===== src/rtl/audio_freq_meter.sv =====
// audio_freq_meter: hysteresis comparator feeding a gated rising-crossing
// counter, for turning an audio sample stream back into a frequency figure.
// Optional period-in-clocks measurement is compiled in when the macro
// AUDIO_FREQ_METER_PERIOD_EN is defined; otherwise period_o/period_vld_o are 0.
module audio_freq_meter #(
    parameter int W_SAMPLE    = 24,
    parameter int HYST        = 256,
    parameter int GATE_CYCLES = 50_000_000,
    parameter int W_FREQ      = 16,
    parameter int W_PERIOD    = 24
) (
    input  logic                       clk_i,
    input  logic                       rst_i,
    input  logic                       en_i,
    input  logic signed [W_SAMPLE-1:0] sample_i,
    input  logic                       sample_vld_i,
    output logic        [W_FREQ-1:0]   freq_o,
    output logic                       freq_vld_o,
    output logic                       overflow_o,
    output logic        [W_PERIOD-1:0] period_o,
    output logic                       period_vld_o,
    output logic                       level_o
);
    localparam int W_GATE = (GATE_CYCLES > 2) ? $clog2(GATE_CYCLES) : 1;
    localparam logic [W_GATE-1:0] GATE_LAST = W_GATE'(GATE_CYCLES - 1);
    // Thresholds carry one extra bit so +/-HYST is representable at any sample width.
    localparam logic signed [W_SAMPLE:0] HYST_POS = (W_SAMPLE + 1)'(HYST);
    localparam logic signed [W_SAMPLE:0] HYST_NEG = -HYST_POS;

    localparam logic [0:0] ST_LOW  = 1'b0;
    localparam logic [0:0] ST_HIGH = 1'b1;

    // Saturating increment of the crossing count.
    function automatic logic [W_FREQ-1:0] sat_inc_freq(input logic [W_FREQ-1:0] v);
        return (&v) ? v : v + W_FREQ'(1);
    endfunction

    logic        [0:0]          r_state;
    logic        [W_GATE-1:0]   r_gate;
    logic        [W_FREQ-1:0]   r_cnt;
    logic                       r_ovf;
    logic        [W_FREQ-1:0]   r_freq;
    logic                       r_freq_vld;
    logic                       r_ovf_out;

    logic signed [W_SAMPLE:0]   w_sample_x;
    logic                       w_rise;
    logic                       w_fall;
    logic                       w_term;
    logic        [W_FREQ-1:0]   w_cnt_next;
    logic                       w_ovf_next;

    assign w_sample_x = $signed({sample_i[W_SAMPLE-1], sample_i});
    assign w_rise     = en_i & sample_vld_i & (r_state == ST_LOW)  & (w_sample_x > HYST_POS);
    assign w_fall     = en_i & sample_vld_i & (r_state == ST_HIGH) & (w_sample_x < HYST_NEG);
    assign w_term     = en_i & (r_gate == GATE_LAST);
    // A rise on the terminal cycle still belongs to the ending window.
    assign w_cnt_next = w_rise ? sat_inc_freq(r_cnt) : r_cnt;
    // Overflow means a crossing arrived while the count was already pinned at max.
    assign w_ovf_next = r_ovf | (w_rise & (&r_cnt));

    // Comparator FSM: LOW/HIGH with hysteresis, forced LOW while disabled.
    always_ff @(posedge clk_i or posedge rst_i) begin
        if (rst_i) begin
            r_state <= ST_LOW;
        end else if (!en_i) begin
            r_state <= ST_LOW;
        end else if (w_rise) begin
            r_state <= ST_HIGH;
        end else if (w_fall) begin
            r_state <= ST_LOW;
        end
    end

    // Gate window counter, per-window crossing count and result registers.
    always_ff @(posedge clk_i or posedge rst_i) begin
        if (rst_i) begin
            r_gate     <= '0;
            r_cnt      <= '0;
            r_ovf      <= 1'b0;
            r_freq     <= '0;
            r_freq_vld <= 1'b0;
            r_ovf_out  <= 1'b0;
        end else begin
            r_freq_vld <= 1'b0;
            if (!en_i) begin
                r_gate <= '0;
                r_cnt  <= '0;
                r_ovf  <= 1'b0;
            end else if (w_term) begin
                r_gate     <= '0;
                r_cnt      <= '0;
                r_ovf      <= 1'b0;
                r_freq     <= w_cnt_next;
                r_ovf_out  <= w_ovf_next;
                r_freq_vld <= 1'b1;
            end else begin
                r_gate <= r_gate + W_GATE'(1);
                r_cnt  <= w_cnt_next;
                r_ovf  <= w_ovf_next;
            end
        end
    end

    assign level_o    = (r_state == ST_HIGH);
    assign freq_o     = r_freq;
    assign freq_vld_o = r_freq_vld;
    assign overflow_o = r_ovf_out;

`ifdef AUDIO_FREQ_METER_PERIOD_EN
    // Saturating increment of the period counter.
    function automatic logic [W_PERIOD-1:0] sat_inc_per(input logic [W_PERIOD-1:0] v);
        return (&v) ? v : v + W_PERIOD'(1);
    endfunction

    logic [W_PERIOD-1:0] r_per_cnt;
    logic [W_PERIOD-1:0] r_period;
    logic                r_period_vld;
    logic                r_armed;

    // Period counter: restarts at 1 on each rise; the first rise only arms it.
    always_ff @(posedge clk_i or posedge rst_i) begin
        if (rst_i) begin
            r_per_cnt    <= '0;
            r_period     <= '0;
            r_period_vld <= 1'b0;
            r_armed      <= 1'b0;
        end else begin
            r_period_vld <= 1'b0;
            if (!en_i) begin
                r_per_cnt <= '0;
                r_armed   <= 1'b0;
            end else if (w_rise) begin
                r_per_cnt <= W_PERIOD'(1);
                r_armed   <= 1'b1;
                if (r_armed) begin
                    r_period     <= r_per_cnt;
                    r_period_vld <= 1'b1;
                end
            end else begin
                r_per_cnt <= sat_inc_per(r_per_cnt);
            end
        end
    end

    assign period_o     = r_period;
    assign period_vld_o = r_period_vld;
`else
    assign period_o     = '0;
    assign period_vld_o = 1'b0;
`endif

endmodule


===== config.mk =====
export PLATFORM = sky130hd
export DESIGN_NAME = audio_freq_meter
export DESIGN_NICKNAME = d
export VERILOG_FILES = /design/src/rtl/audio_freq_meter.sv
export SDC_FILE = /design/constraint.sdc
export NUM_CORES = 1
export LEC_CHECK = 0
export CAP_MARGIN = 20
export CORE_ASPECT_RATIO = 2
export CORE_MARGIN = 2
export CORE_UTILIZATION = 55
export DETAILED_ROUTE_END_ITERATION = 12
export PLACE_DENSITY = 0.92
export SLEW_MARGIN = 20
export SYNTH_ARGS = -nofsm -noshare
export SYNTH_HDL_FRONTEND = slang
export SYNTH_SLANG_ARGS = --single-unit

===== constraint.sdc =====
create_clock -name clk_i -period 5.3 [get_ports clk_i]
set_input_delay 1.59 -clock clk_i [delete_from_list [all_inputs] [get_ports clk_i]]
set_output_delay 1.59 -clock clk_i [all_outputs]
set_load 0.005 [all_outputs]

==> results of run 1 <==
[cell type report]
class / count / area [um^2]
Multi-Input combinational cell: 272 / 1580
Tap cell: 63 / 78.8
Timing Repair Buffer: 49 / 483
Fill cell: 479 / 1970
Clock buffer: 12 / 246
Clock inverter: 2 / 10.0
Inverter: 9 / 33.8
Sequential cell: 62 / 1550
[Yosys cell counts, drive strengths merged (5+ instances only)]
cell    n
or4     5
xnor2  16
xor2   12
or3    10
and2    5
buf    37
o21ai  14
nor2   47
a31oi   9
nand4  15
nor4    9
a21oi  13
inv     9
nand3  15
nand2  28
and4    8
dfrtp  62
nor3    7
[report_power, final]
part | switching, mW | internal, mW
Sequential | 0.00323 | 0.477
Clock | 0.197 | 0.321
Combinational | 0.0317 | 0.0239
[worst max-delay path by stage]
stage               start         end  depth (start not counted)
global placement     en_i  r_gate[15]                          7
finish               en_i  r_gate[13]                          7
global route         en_i  r_gate[13]                          7
floorplan           rst_i   freq_o[0]                          1
detailed placement   en_i  r_gate[13]                          7
CTS                  en_i  r_gate[13]                          7
[cell families (layout without fill, tap and decap cells)]
| kind of cell | after synthesis | in the layout | synth area share [%] |
|---|---|---|---|
| flops | 62 | 62 | 46.4 |
| xor+xnor | 28 | 28 | 7.33 |
| fa+ha+maj | 2 | 2 | 0.748 |
| compound gates | 51 | 51 | 9.53 |
| simple gates | 166 | 166 | 26.8 |
| other cells | 1 | 25 | 0.112 |
| buf+inv | 48 | 72 | 9.08 |
[sequential cells by signal, summed over array words and instances, names as in the netlist]
register and count:
overflow_o 1, freq_vld_o 1, freq_o 16, r_ovf 1, level_o 1, r_gate 26
r_cnt 16
[worst max-delay path: stages]
cell	delay [ns]
clkdlybuf4s50_1	0.58
and3b_1	0.19
nand3_1	0.07
or3_1	0.56
nand2_1	0.55
buf_4	0.39
nor2_1	0.10
[metrics by stage]
stage / cells / power [mW]
6_report: 469 / 1.05
3_5_place_dp: 455 / 0.543
5_1_grt: 469 / 1.09
2_1_floorplan: 382 / 0.526
3_3_place_gp: 455 / 0.541
4_1_cts: 469 / 1.06
[layout by cell type, fill, tap and decap left out, types with 2 or more instances in the layout]
cell type and instances:
and2_1 5, xor2_1 12, nor4_1 7, a31oi_1 9
nor4_2 2, ha_1 2, a2111oi_0 4, a21oi_1 13
conb_1 25, nand4_1 15, o21ai_1 12, and3_1 4
clkbuf_16 9, nand3_1 15, nor3_1 4, and4_1 8
inv_2 2, nor3_2 3, nor2_1 47, xnor2_1 16
inv_1 7, clkdlybuf4s50_1 46, a311oi_1 3, o31ai_1 3
nand4b_1 2, buf_4 3, nand2_1 28, clkinv_2 2
clkbuf_1 2, or4_1 5, dfrtp_1 62, nor4b_1 2
or3_1 10
[layer usage]
metal / routed length [um] / vias up
li1: - / 1318
met4: 301 / 0
met1: 2920 / 1445
met3: 418 / 32
met5: 0 / -
met2: 4740 / 110
==> impl_metrics.yaml, run 1 <==
timing:
  max-slew-margin-rel_pct: 53.2
  timing.final.crit_period_ns: 3.83
  min_period_over_period_pct: 72.3
  clock_skew_ns: 0.00493
  worst_slack_ns: 1.47
  hold_viol_final: 0
  fmax_mhz: 261
  grt_setup_unrepaired: "no"
  final_max_slew_viol_count: 0
  final.hold.worst_slack_ns: 0.487
  finalSetupViolCount: 0
  fin_tns_setup_ns: 0
  worstMarginPinSlew_ns: 0.695
clock_network:
  cts_sinks: 62
  postCtsHoldBufs: 0
  clock_tree.buffer_depth: 2
  numCtsBuffers: 9
  cts_root_buf: "clkbuf_16"
  post_cts_buffers: 0
  htreeDepth: 3
  path_clk_slew_ns: 0.05
  cts_tree: "done"
  clkLatencyLatePin_ns: 0.34
  cts_repair_resize_count: 0
setup_path:
  critPathKind: "input pin to flip-flop"
  reg2reg_to: "r_gate[13]"
  cp.required_ns: 5.51
  path_max_fanout: 25
  crit_arrival_ns: 4.04
  reg2reg_slack_ns: 2.56
  r2r_cells: 6
  start_kind: "input pin"
  worstReg2RegStart: "r_gate[16]"
  endpoint_kind: "flip-flop"
final_layout:
  final_util_pct: 66.9
  diodes: 0
  nets: 433
  finish.instance_area_um2: 3990
  syn_to_final_growth_pct: 19.1
  drive_above_1_share_pct: 6.16
synth:
  synth_top_area_cell: "dfrtp_1"
  synth_top_flop_cell: "dfrtp_1"
  ys_ff_latch: 62
  netlist.area_leader.share_pct: 46.4
  synth_area_leaders: "dfrtp_1 46%, buf_4 5.8%, nor2_1 5.3%, xnor2_1 4.2%, nand2_1 3.1%"
  postSynthAreaPerCell_um2: 9.35
  synthArstFlopShare_pct: 100
  netlist_instances: 358
  synth_cell_types: 48
  synth_edf_count: 0
  seq_area_frac_synth_pct: 46.4
  yosysWarnings: 0
  synth_area_um2: 3350
placed_design:
  numPortBuffers: 46
  gp_congestion: 0.953
  place_hpwl_mm: 5.78
  dpl-instance-area_um2: 3730
  dp_slack_ns: 1.18
floorplan:
  std_cell_rows: 40
  die_height_um: 114
  start_util_pct: 56.2
  dieArea_um2: 6760
  io_pins: 72
  die_x_um: 59.2
  core_um2: 5960
routing:
  drc_errors: 0
  vias_per_cell: 6.19
  wl_per_cell_um: 17.9
  dr.pass1.iters: 5
  drtAntennaViolNets: 0
  drt-total-wl_mm: 8.38
  drt-initial-drc-count: 187
  num_vias: 2905
global_routing:
  grt_use_met3_pct: 7.01
  antenna_found_initial: 0
  grt_use_met1_pct: 29.4
  grt_max_degree: 39
  first_global_vias: 2980
  busiest_layer: "met2"
  use_met2_pct: 47.6
  grt_pass1_wl_mm: 13.9
  grt_overflow: 0
  grt_use_total_pct: 27.5
worst_hold_path:
  hp-start: "freq_o[11]"
  hp-class: "flip-flop to flip-flop"
  min_to: "freq_o[11]"
  holdPathStages: 2
pwr:
  leakagePower_nw: 1.62
  power_density_nw_per_um2: 264
  irDropWorstVdd_v: 0.000191
job:
  maxCapViolations: 0
run_status:
  outcome: "finished, final reports clean"
Note: power is estimated with default switching activity, not from simulation.
==> inputs of run 2 (changes only) <==
--- a/config.mk
+++ b/config.mk
@@ -8,9 +8,9 @@
 export CAP_MARGIN = 20
 export CORE_ASPECT_RATIO = 2
 export CORE_MARGIN = 2
-export CORE_UTILIZATION = 55
+export CORE_UTILIZATION = 51
 export DETAILED_ROUTE_END_ITERATION = 12
-export PLACE_DENSITY = 0.92
+export PLACE_DENSITY = 0.86
 export SLEW_MARGIN = 20
 export SYNTH_ARGS = -nofsm -noshare
 export SYNTH_HDL_FRONTEND = slang
==> constraint.sdc (replaced) <==
create_clock -name clk_i -period 3.79 [get_ports clk_i]
set_input_delay 1.137 -clock clk_i [delete_from_list [all_inputs] [get_ports clk_i]]
set_output_delay 1.137 -clock clk_i [all_outputs]
set_load 0.005 [all_outputs]
==> impl_metrics.yaml, run 2 (synthesis results as in run 1) <==
timing:
  max-slew-margin-rel_pct: 49.8
  min_period_over_period_pct: 76.8
  worstMarginPinSlew_ns: 0.747
  timing.final.crit_period_ns: 2.91
  clock_skew_ns: 0.00614
  final.hold.worst_slack_ns: 0.490
  fmax_mhz: 343
  finalSetupViolCount: 0
  grt_setup_unrepaired: "no"
  hold_viol_final: 0
  final_max_slew_viol_count: 0
  fin_tns_setup_ns: 0
placed_design:
  gp_congestion: 0.880
  place_hpwl_mm: 5.68
  numPortBuffers: 46
  dpl-instance-area_um2: 3810
routing:
  drtAntennaViolNets: 0
  drt-total-wl_mm: 8.03
  drt-initial-drc-count: 116
  wl_met1_mm: 2.83
  drc_errors: 0
  wl_per_cell_um: 16.1
  num_vias: 2881
  wl_met3_um: 371
  dr.pass1.iters: 4
  vias_per_cell: 5.77
  top_signal_layer_used: "met4"
  wl_met2_mm: 4.48
floorplan:
  die_x_um: 61.3
  std_cell_rows: 41
  dieArea_um2: 7270
  io_pins: 72
  start_util_pct: 53.0
  core_um2: 6310
  die_height_um: 119
setup_path:
  r2r_cells: 7
  crit_arrival_ns: 3.13
  path_max_fanout: 22
  endpoint_kind: "flip-flop"
  reg2reg_to: "freq_o[3]"
  worstReg2RegStart: "r_cnt[0]"
  reg2reg_slack_ns: 1.57
  start_kind: "input pin"
  critPathKind: "input pin to flip-flop"
  cp.required_ns: 4.00
global_routing:
  grt_use_total_pct: 24.7
  grt_overflow: 0
  grt_pass1_wl_mm: 13.4
  first_global_vias: 2905
  grt_max_degree: 35
  antenna_found_initial: 0
worst_hold_path:
  hp-class: "flip-flop to flip-flop"
  hp-start: "freq_o[15]"
  holdPathStages: 2
  min_to: "freq_o[15]"
clock_network:
  cts_sinks: 62
  post_cts_buffers: 0
  postCtsHoldBufs: 0
  clkLatencyLatePin_ns: 0.33
  path_clk_slew_ns: 0.05
  cts_tree: "done"
  htreeDepth: 3
  clock_tree.buffer_depth: 2
  cts_root_buf: "clkbuf_16"
  cts_repair_resize_count: 0
  numCtsBuffers: 9
job:
  maxCapViolations: 0
final_layout:
  final_cell_mix: "62 x dfrtp_1, 47 x nor2_1, 46 x clkdlybuf4s50_1, 28 x nand2_1, 25 x conb_1"
  nets: 438
  finish.instance_area_um2: 4110
  syn_to_final_growth_pct: 22.8
  diodes: 0
  drive_above_1_share_pct: 7.99
  final_common_cell: "dfrtp_1"
  top_register: "r_gate"
  largest_register_ffs: 26
pwr:
  leakagePower_nw: 1.67
  power_density_nw_per_um2: 382
  irDropWorstVdd_v: 0.000308
run_status:
  outcome: "finished, final reports clean"
## run 2: cell count changes in the layout (fill, tap and decap cells not counted)
cell	delta
clkbuf_8	+1
buf_12	+1
clkinv_2	+1
buf_4	+4
clkbuf_1	-1
bufinv_16	+1
## run 2: final cells by class
| cell class | instances | area (um^2) |
|---|---|---|
| Clock inverter | 4 | 45.0 |
| Tap cell | 86 | 108 |
| Inverter | 9 | 33.8 |
| Timing Repair Buffer | 54 | 533 |
| Fill cell | 524 | 2200 |
| Sequential cell | 62 | 1550 |
| Multi-Input combinational cell | 272 | 1580 |
| Clock buffer | 12 | 256 |
## run 2: worst max-delay path by stage
| stage | startpoint | endpoint | slack [ns] | cells past startpoint |
|---|---|---|---|---|
| final | sample_i[5] | freq_o[13] | 0.88 | 7 |
| after global routing | sample_i[5] | freq_o[13] | 0.72 | 7 |
| after CTS | sample_i[5] | freq_o[13] | 0.88 | 7 |
| after detailed placement | sample_i[5] | freq_o[13] | 0.54 | 7 |
| after global placement | sample_i[5] | freq_o[13] | 0.63 | 7 |
| after floorplan | rst_i | freq_o[0] | 1.11 | 1 |
## run 2: per-stage QoR
stage	std cells	setup slack, ns	util (%)	total power, mW
after floorplan	382	1.11	-	0.736
after global placement	483	0.629	60.3	0.761
after detailed placement	483	0.538	60.3	0.763
after global routing	499	0.724	65.1	1.62
final	499	0.878	65.1	1.57
after CTS	499	0.878	65.1	1.58
## run 2: power breakdown
| part | switching, mW | internal, mW | total [mW] |
|---|---|---|---|
| Combinational | 0.0447 | 0.0367 | 0.0814 |
| Clock | 0.278 | 0.540 | 0.819 |
| Sequential | 0.00425 | 0.667 | 0.671 |
## run 2: routing by layer
metal  track usage (%)  vias to the layer above
met4              15.1                        0
met2              40.8                      114
li1                  -                     1321
met3              6.13                       37
met5                 0                        -
met1              26.9                     1409
## run 2: worst max-delay path, stage by stage
cell and delay (ns):
clkdlybuf4s50_1 0.39, or4_1 0.53, o21ai_2 0.28, a21o_1 0.16, buf_4 0.23, nor3b_1 0.10
a211oi_1 0.30
==> inputs of run 3 (changes only) <==
==> constraint.sdc (replaced) <==
create_clock -name clk_i -period 2.9 [get_ports clk_i]
set_input_delay 0.87 -clock clk_i [delete_from_list [all_inputs] [get_ports clk_i]]
set_output_delay 0.87 -clock clk_i [all_outputs]
set_load 0.005 [all_outputs]
==> impl_metrics.yaml, run 3 (synthesis results as in run 1) <==
placed_design:
  numPortBuffers: 46
  gp_congestion: 0.905
  dpl-instance-area_um2: 3830
  dp_slack_ns: 0.00790
  place_hpwl_mm: 5.88
  dp.cells: 485
pwr:
  power.total_mw: 1.95
  irDropWorstVdd_v: 0.000340
  leakagePower_nw: 1.66
  power_density_nw_per_um2: 474
final_layout:
  final_cell_mix: "62 x dfrtp_1, 47 x nor2_1, 46 x clkdlybuf4s50_1, 28 x nand2_1, 25 x conb_1"
  stdcell_count: 501
  largest_register_ffs: 26
  syn_to_final_growth_pct: 22.6
  finish.instance_area_um2: 4100
  top_register: "r_gate"
  nets: 440
  final_util_pct: 65.0
  diodes: 0
  final_common_cell: "dfrtp_1"
  drive_above_1_share_pct: 8.19
  n_fill_cell: 512
routing:
  drt-total-wl_mm: 7.96
  vias_per_cell: 5.66
  wl_per_cell_um: 15.9
  dr.pass1.iters: 4
  drtAntennaViolNets: 0
  num_vias: 2838
  drc_errors: 0
  drt-initial-drc-count: 139
setup_path:
  cp.required_ns: 3.14
  cp_slowest_cell: "or4_1"
  path_cells: "clkdlybuf4s50_1 -> or4_1 -> o21ai_2 -> a21o_1 -> buf_12 -> o21ai_1 -> a31oi_1"
  path_max_fanout: 17
  max_stage_delay_ns: 0.54
  crit_arrival_ns: 2.80
  start_kind: "input pin"
  critPathKind: "input pin to flip-flop"
  endpoint_kind: "flip-flop"
floorplan:
  start_util_pct: 53.0
  die_height_um: 119
  io_pins: 72
  dieArea_um2: 7270
  std_cell_rows: 41
  core_um2: 6310
  die_x_um: 61.3
clock_network:
  numCtsBuffers: 9
  clock_tree.buffer_depth: 2
  post_cts_buffers: 0
  path_clk_slew_ns: 0.05
  cts_tree: "done"
  htreeDepth: 3
  cts_repair_resize_count: 0
  postCtsHoldBufs: 0
  cts_root_buf: "clkbuf_16"
  cts_sinks: 62
  clkLatencyLatePin_ns: 0.33
timing:
  final_max_slew_viol_count: 0
  fmax_mhz: 391
  worst_slack_ns: 0.343
  worstMarginPinSlew_ns: 0.687
  grt_setup_unrepaired: "no"
  timing.final.crit_period_ns: 2.56
  clock_skew_ns: 0.00717
  final.hold.worst_slack_ns: 0.490
  finalSetupViolCount: 0
  fin_tns_setup_ns: 0
  min_period_over_period_pct: 88.2
  max-slew-margin-rel_pct: 53.8
  hold_viol_final: 0
global_routing:
  grt_overflow: 0
  grt_max_degree: 34
  antenna_found_initial: 0
  grt_use_total_pct: 24.6
  grt_pass1_wl_mm: 13.4
  first_global_vias: 2923
worst_hold_path:
  hp-class: "flip-flop to flip-flop"
job:
  maxCapViolations: 0
run_status:
  outcome: "finished, final reports clean"
-- run 3: cell type report --
type	count	area, um^2	area share (%)
repair buffers	56	561	13.7
well taps	86	108	2.62
flip-flops and latches	62	1550	37.8
inverters	9	33.8	0.823
clock buffers	12	246	6.01
clock inverters	4	22.5	0.549
multi-input cells	272	1580	38.5
-- run 3: worst paths after layout --
kind	from	endpoint	slack, ns	cells past startpoint
max	sample_i[5]	freq_o[2]	0.34	7
max reg2reg	r_cnt[0]	freq_o[3]	0.68	7
min	freq_o[14]	freq_o[14]	0.49	2
min in group asynchronous	rst_i	r_gate[1]	0.90	2
min reg2reg	freq_o[14]	freq_o[14]	0.49	2
max in group asynchronous	rst_i	r_cnt[5]	1.33	3
-- run 3: layer usage --
metal  wire, um  global-route usage [%]  vias to the layer above
li1           -                       -                     1330
met1       2930                    27.7                     1371
met2       4260                    39.3                      102
met3        332                    5.14                       35
met4        431                    16.8                        0
met5          0                       0                        -
-- run 3: critical path, delay by kind of cell --
kind,cells,cell delay [ns]
AND/OR/NAND/NOR,1,0.54
buffers and inverters,2,0.59
AO/OA/AOI/OAI,4,0.80
-- run 3: where the power goes --
part | total, mW | switching (mW) | internal [mW]
clock network | 0.958 | 0.363 | 0.596
registers | 0.877 | 0.00569 | 0.871
logic | 0.110 | 0.0599 | 0.0504
